File: config.mk
export PLATFORM = sky130hd
export DESIGN_NAME = sync_fifo_param
export DESIGN_NICKNAME = d
export VERILOG_FILES = /design/src/rtl/sync_fifo_param.sv
export SDC_FILE = /design/constraint.sdc
export NUM_CORES = 1
export LEC_CHECK = 0
export BUFFER_PORTS_ARGS = -buffer_cell sky130_fd_sc_hd__clkbuf_2
export CORE_ASPECT_RATIO = 0.7
export CORE_MARGIN = 3
export CORE_UTILIZATION = 65
export DETAILED_ROUTE_END_ITERATION = 7
export GPL_TIMING_DRIVEN = 0
export PLACE_DENSITY = 0.81
export SYNTH_ARGS = -nofsm -noshare
export SYNTH_HDL_FRONTEND = slang
export SYNTH_SLANG_ARGS = --single-unit
File: constraint.sdc
create_clock -name clk -period 4.2 [get_ports clk]
set_input_delay 0.42 -clock clk [delete_from_list [all_inputs] [get_ports clk]]
set_output_delay 0.42 -clock clk [all_outputs]
set_load 0.01 [all_outputs]
File: src/rtl/sync_fifo_param.sv
// sync_fifo_param: parametrised single-clock FIFO with standard or first-word-fall-through
// read, programmable almost-full/almost-empty flags, sticky error flags and synchronous flush.
module sync_fifo_param #(
  parameter int DATA_W = 8,
  parameter int DEPTH  = 16,
  parameter int AF_LVL = DEPTH - 2,
  parameter int AE_LVL = 2,
  parameter int FWFT   = 0
) (
  input  logic                   clk,
  input  logic                   reset,
  input  logic                   flush,
  input  logic                   wr_en,
  input  logic [DATA_W-1:0]      input_data,
  input  logic                   rd_en,
  output logic [DATA_W-1:0]      output_data,
  output logic                   empty,
  output logic                   full,
  output logic                   almost_empty,
  output logic                   almost_full,
  output logic [$clog2(DEPTH):0] fifo_cnt,
  output logic                   overflow,
  output logic                   underflow,
  input  logic                   err_clr
);

  localparam int AW = $clog2(DEPTH);
  localparam int CW = AW + 1;

  if ((DEPTH < 4) || ((DEPTH & (DEPTH - 1)) != 0)) begin : g_bad_depth
    $fatal(1, "sync_fifo_param: DEPTH must be a power of two and at least 4");
  end
  if (!((AE_LVL < AF_LVL) && (AF_LVL <= DEPTH))) begin : g_bad_levels
    $fatal(1, "sync_fifo_param: levels must satisfy AE_LVL < AF_LVL <= DEPTH");
  end
  if (DATA_W < 1) begin : g_bad_width
    $fatal(1, "sync_fifo_param: DATA_W must be at least 1");
  end

  logic [DATA_W-1:0] mem_r [DEPTH];
  logic [AW-1:0]     wr_ptr_r;
  logic [AW-1:0]     rd_ptr_r;
  logic [CW-1:0]     cnt_r;
  logic [CW-1:0]     cnt_nxt_s;
  logic              ovf_r;
  logic              unf_r;
  logic              wr_acc_s;
  logic              rd_acc_s;
  logic              ovf_set_s;
  logic              unf_set_s;

  assign empty        = (cnt_r == {CW{1'b0}});
  assign full         = (cnt_r == CW'(DEPTH));
  assign almost_empty = (cnt_r <= CW'(AE_LVL));
  assign almost_full  = (cnt_r >= CW'(AF_LVL));
  assign fifo_cnt     = cnt_r;
  assign overflow     = ovf_r;
  assign underflow    = unf_r;

  // Acceptance, next occupancy and error-set decode; flush suppresses error reporting.
  always_comb begin
    rd_acc_s  = rd_en & ~empty;
    wr_acc_s  = wr_en & (~full | rd_acc_s);
    ovf_set_s = wr_en & ~wr_acc_s & ~flush;
    unf_set_s = rd_en & empty & ~flush;
    case ({wr_acc_s, rd_acc_s})
      2'b10:   cnt_nxt_s = cnt_r + CW'(1);
      2'b01:   cnt_nxt_s = cnt_r - CW'(1);
      default: cnt_nxt_s = cnt_r;
    endcase
  end

  // Pointer and occupancy registers; flush wins over any transfer in the same cycle.
  always_ff @(posedge clk or negedge reset) begin
    if (!reset) begin
      wr_ptr_r <= {AW{1'b0}};
      rd_ptr_r <= {AW{1'b0}};
      cnt_r    <= {CW{1'b0}};
    end else if (flush) begin
      wr_ptr_r <= {AW{1'b0}};
      rd_ptr_r <= {AW{1'b0}};
      cnt_r    <= {CW{1'b0}};
    end else begin
      if (wr_acc_s) wr_ptr_r <= wr_ptr_r + AW'(1);
      if (rd_acc_s) rd_ptr_r <= rd_ptr_r + AW'(1);
      cnt_r <= cnt_nxt_s;
    end
  end

  // Sticky error flags: a new error in the same cycle as err_clr keeps the flag set.
  always_ff @(posedge clk or negedge reset) begin
    if (!reset) begin
      ovf_r <= 1'b0;
      unf_r <= 1'b0;
    end else begin
      ovf_r <= ovf_set_s | (ovf_r & ~err_clr);
      unf_r <= unf_set_s | (unf_r & ~err_clr);
    end
  end

  // Storage array; contents are deliberately left unreset.
  always_ff @(posedge clk) begin
    if (reset && wr_acc_s && !flush) mem_r[wr_ptr_r] <= input_data;
  end

  if (FWFT != 0) begin : g_fwft
    // Head word is presented directly; an empty FIFO drives zero.
    always_comb begin
      if (empty) output_data = {DATA_W{1'b0}};
      else       output_data = mem_r[rd_ptr_r];
    end
  end else begin : g_std
    logic [DATA_W-1:0] dout_r;

    // Registered read port: updates only on an accepted read, holds otherwise.
    always_ff @(posedge clk or negedge reset) begin
      if (!reset)                 dout_r <= {DATA_W{1'b0}};
      else if (!flush && rd_acc_s) dout_r <= mem_r[rd_ptr_r];
    end

    assign output_data = dout_r;
  end

endmodule

-- Word-level counts from Yosys, hierarchy flattened
Memory sizes are Yosys's and may differ from the RTL's. A register that Yosys moved wholly into a read port is not among the register bits.
Index checks and enable logic that the tools add are counted.
- eq/ne operators: 3
- multiplexer cells: 8
- add/subtract/negate cells: 4
- order comparisons: 2
- bitwise gates (word level): 16
- reductions and logical operators: 9
- operator list (operator ; count):
    $mux W4 ; 4
    $pmux W5 S2 ; 1
    $add A4 B1 Y4 const B ; 2
    $and A1 B1 Y1 ; 8
    $add A5 B1 Y5 const B ; 1
    $eq A5 B5 Y1 const B ; 1
    $ge A5 B4 Y1 const B ; 1
    $le A5 B2 Y1 const B ; 1
    $logic_not A5 Y1 ; 1
    $mux W5 ; 1
    $not A1 Y1 ; 5
    $sub A5 B1 Y5 const B ; 1
    $reduce_bool A2 Y1 ; 2
    $logic_and A1 B1 Y1 ; 3
    $or A1 B1 Y1 ; 3
    $reduce_bool A3 Y1 ; 1
    $eq A2 B1 Y1 const B ; 1
    $eq A2 B2 Y1 const B ; 1
    $logic_not A1 Y1 ; 2
    $mux W1 ; 2
- output and inout bits: 19
- RAM bits: 128
- memories kept: 1
- input port bits: 14
- logic and storage cells: 48
- register bits after elaboration: 15
- memory list (name ; words ; width ; rd ports ; clocked after Yosys merged registers in ; wr ports ; RTL line ; text):
    mem_r ; 16 ; 8 ; 1 ; 1 ; 1 ; 40 ; logic [DATA_W-1:0] mem_r [DEPTH];

-- Longest topological paths before layout
- depth in word-level cells: 9
- mapped depth: 10
- gate-level depth less buffers: 9

-- Least setup slack after synthesis
No wires, ideal clock.
- path type: register -> register
- from: register cnt_r[4] (netlist: fifo_cnt[4])
- to: register cnt_r[4] (netlist: fifo_cnt[4])
- arrival: 2.413 ns
- slack: 1.719 ns
- path buffers: 1
- library setup time: 0.069 ns
- cell stages (with the launch flop): 10
- data required time: 4.131 ns
- clock period less this slack: 2.481 ns
- cell sequence: dfrtp_1 > buf_2 > or3_4 > o311a_1 > ha_1 > nand2b_1 > a21oi_1 > xnor2_1 > or4_1 > nand3_1
- cells in the longest elaborated chain, start to end: 8
- elaborated cells between the ends (all ways): 14
- those cells by class: 2 x add/sub; 3 x eq/ne; 2 x mux; 5 x bitwise; 2 x reduce/logical
- RTL lines (what ; RTL line ; text):
    from (decl) ; 43 ; logic [CW-1:0] cnt_r;
    from (signal assigned) ; 78 ; cnt_r <= {CW{1'b0}};
    from (signal assigned) ; 82 ; cnt_r <= {CW{1'b0}};
    from (signal assigned) ; 86 ; cnt_r <= cnt_nxt_s;
    $logic_not A5 Y1 ; 52 ; assign empty = (cnt_r == {CW{1'b0}});
    $not A1 Y1 ; 62 ; rd_acc_s = rd_en & ~empty;
    $and A1 B1 Y1 ; 62 ;
    $or A1 B1 Y1 ; 63 ; wr_acc_s = wr_en & (~full | rd_acc_s);
    $and A1 B1 Y1 ; 63 ;
    $eq A2 B1 Y1 / $eq A2 B2 Y1 (equally long branches) ; 66 ; case ({wr_acc_s, rd_acc_s})
    $pmux W5 S2 ; 66 ;
    $mux W5 ; 79 ; end else if (flush) begin
Parallel ways exist; a longest one is shown, timed or not.
A chain may end at the register's enable or synchronous reset.

-- Worst setup path after layout
Ends and elaborated chain as after synthesis.

==> flow_summary.yaml <==
cells_and_area:
  n_antenna_cell: 0
  areaGrowthSynthToFinish_pct: 14.9
  final_nets: 419
  drive_gt1_frac: 0.276
critical_path:
  worstPathArrival_ps: 2960
  path_buf_inv: 1
  worstPathRequired_ps: 4540
  worstSetupEndpointType: "flop"
  path_delay_family: "simple AND/OR/NAND/NOR gates"
  crit_chain: "buf_2, or3_4, o311a_1, ha_1, nand2b_1, a21oi_1, xnor2_1, or4_1, nand3_1"
  start_kind: "flop"
  path_class: "flop to flop"
  crit_fanout: 8
  crit_slowest_cell: "or3_4"
  max_stage_delay_ps: 430
drt:
  vias: 3409
  ant_nets: 0
  avgRoutedWirePerCell_um: 24.6
  viasPerCell: 6.40
  routed_wl_mm: 13.1
  dr.pass1.iters: 7
  dr.first_iter.drc_count: 448
  drc: 0
yosys:
  synth_compound_area_frac: 0.0338
  synthMuxAreaShare: 0.142
  synth_area_per_cell_um2: 18.0
  async_flop_share: 0.152
  yosys.area_share.simple: 0.0594
  synth_most_common_cell: "edfxtp_1"
  synth_edf_count: 128
  ys_top_cells_by_area: "edfxtp_1 62%, mux4_2 12%, dfrtp_1 9.3%, mux2i_1 2.6%, ha_1 1.6%"
  synth_top_flop_cell: "edfxtp_1"
  synthCells: 345
  synth_common_cells: "128 x edfxtp_1, 32 x mux4_2, 26 x nand2_1, 23 x dfrtp_1, 20 x nor2_1"
  syn_nets: 368
  yosys.area.top_type_share: 0.619
  synth_xor_area_frac: 0.0127
  synth_top_family_by_area: "multiplexers"
  synth_cell_types: 40
  seq_area_frac_synth: 0.711
  ys_seq_elements: 151
  synthAdderAreaFrac: 0.0193
  yosys.area.top_type: "edfxtp_1"
  syn_area_um2: 6210
  yosys_warnings: 0
clock_tree:
  clkTransAtPathRegs_ps: 60
  cts_max_level: 4
  clock_sink_count: 151
  cts_buffer_depth: 2
  cts_tree: "done"
  postCtsHoldBufs: 0
  postCtsResizedCells: 0
  postCtsSetupBuffers: 0
  clockRootBuffer: "clkbuf_16"
  insertion_delay_ps: 410
  numCtsBuffers: 17
pwr:
  max-vdd-ir-drop_mv: 0.397
  swShare: 0.268
  p_int_mw: 3.04
  p_sw_mw: 1.12
  seqPwrFrac: 0.427
  pwr_density_cell_nw_per_um2: 583
  p_leak_nw: 2.48
  power_mw: 4.16
  clkPwrFrac: 0.367
  pwr-share-comb: 0.206
die:
  dieArea_um2: 10800
  core-area_um2: 9180
  io_pins: 33
  fp.dieH_um: 87.8
  die_w_um: 123
  rows: 29
  start_util: 0.677
timing:
  rsz0062_at_grt: "no"
  slew_headroom: 0.357
  finalClockSkew_ps: 8.23
  setup_viol: 0
  slew_violations: 0
  fmax_ghz: 0.382
  fin_setup_tns_ps: 0
  post-route-period-util: 0.624
  period_needed_ps: 2620
  tightestPinTransition_ps: 959
  final-hold-violation-count: 0
place:
  place_hpwl_mm: 8.03
  port_buffers: 31
  place.gp.congestion: 0.775
global_routing:
  grt_pass1_wl_mm: 20.0
  grt-ovfl-total: 0
  grt_util_all_layers: 0.269
  grt_max_degree: 25
  grt_pass1_vias: 3385
  antenna_found_initial: 0
job:
  cap_violations: 0
status:
  status: "finished, final reports clean"
hold_path:
  hp-class: "primary input to async pin"
worst register-to-register path: stages (launching register included):
cell and delay, ps:
dfrtp_1 380, buf_2 180, or3_4 430, o311a_1 400, ha_1 370, nand2b_1 70
a21oi_1 150, xnor2_1 90, or4_1 400, nand3_1 90
cells in the final DEF (no fill, tap or decap), drive strengths merged, types with 6 or more instances in the layout:
cell type,Yosys,final
edfxtp,128,128
clkbuf,9,62
mux4,32,32
nand2,26,26
dfrtp,23,23
nor2,20,20
mux2i,16,16
buf,11,12
inv,8,8
o221ai,8,8
ha,8,8
a21oi,6,6
logic make-up after synthesis:
logic type      count (synthesis)
buf+inv                        28
compound gates                 26
flops                         151
simple gates                   74
mux                            48
xor+xnor                        9
fa+ha+maj                       9
routing by layer:
metal / GRT usage / vias to the layer above / wire length [um]
met5: 0 / - / 0
met2: 0.401 / 179 / 6200
li1: - / 1463 / -
met3: 0.0678 / 21 / 1150
met1: 0.399 / 1746 / 5590
met4: 0.0894 / 0 / 187
flip-flops by register name (all words and copies together) (netlist names):
signal and cells:
mem_r 128, rd_ptr_r 4, underflow 1, fifo_cnt 5
output_data 8, wr_ptr_r 4, overflow 1
power groups by stage:
stage / Clock [mW] / Combinational (mW) / Sequential [mW]
final: 1.53 / 0.858 / 1.77
after global routing: 1.60 / 0.932 / 1.78
after CTS: 1.54 / 0.860 / 1.77
after detailed placement: 0 / 0.848 / 1.80
after global placement: 0 / 0.823 / 1.80
after floorplan: 0 / 0.563 / 1.82
cell type report:
class,count,area [um^2]
Buffer,20,105
Tap cell,124,155
Clock inverter,10,128
Multi-Input combinational cell,166,1670
Clock buffer,22,464
Timing Repair Buffer,32,163
Inverter,8,30.0
Sequential cell,151,4420
Fill cell,503,2040
metrics by stage:
step           cells  hold WS, ps   util  cell area (um^2)  worst slack [ps]
2_1_floorplan    345          124      -              6210              1720
3_3_place_gp     500          447  0.711              6520              1160
3_5_place_dp     501          479  0.713              6550              1420
4_1_cts          533         38.2  0.778              7140              1570
5_1_grt          533         76.8  0.778              7140              1420
6_report         533         29.7  0.778              7140              1580
final timing paths:
path	startpoint	to	slack, ps	cells after the start
min reg2reg	output_data[5]	output_data[5]	500	2
min	reset	rd_ptr_r[2]	30	1
max reg2reg	fifo_cnt[4]	fifo_cnt[4]	1580	9
max in group asynchronous	reset	fifo_cnt[0]	3730	1
max	fifo_cnt[4]	fifo_cnt[4]	1580	9
min in group clk	err_clr	overflow	210	2
Note: power is estimated with default switching activity, not from simulation.
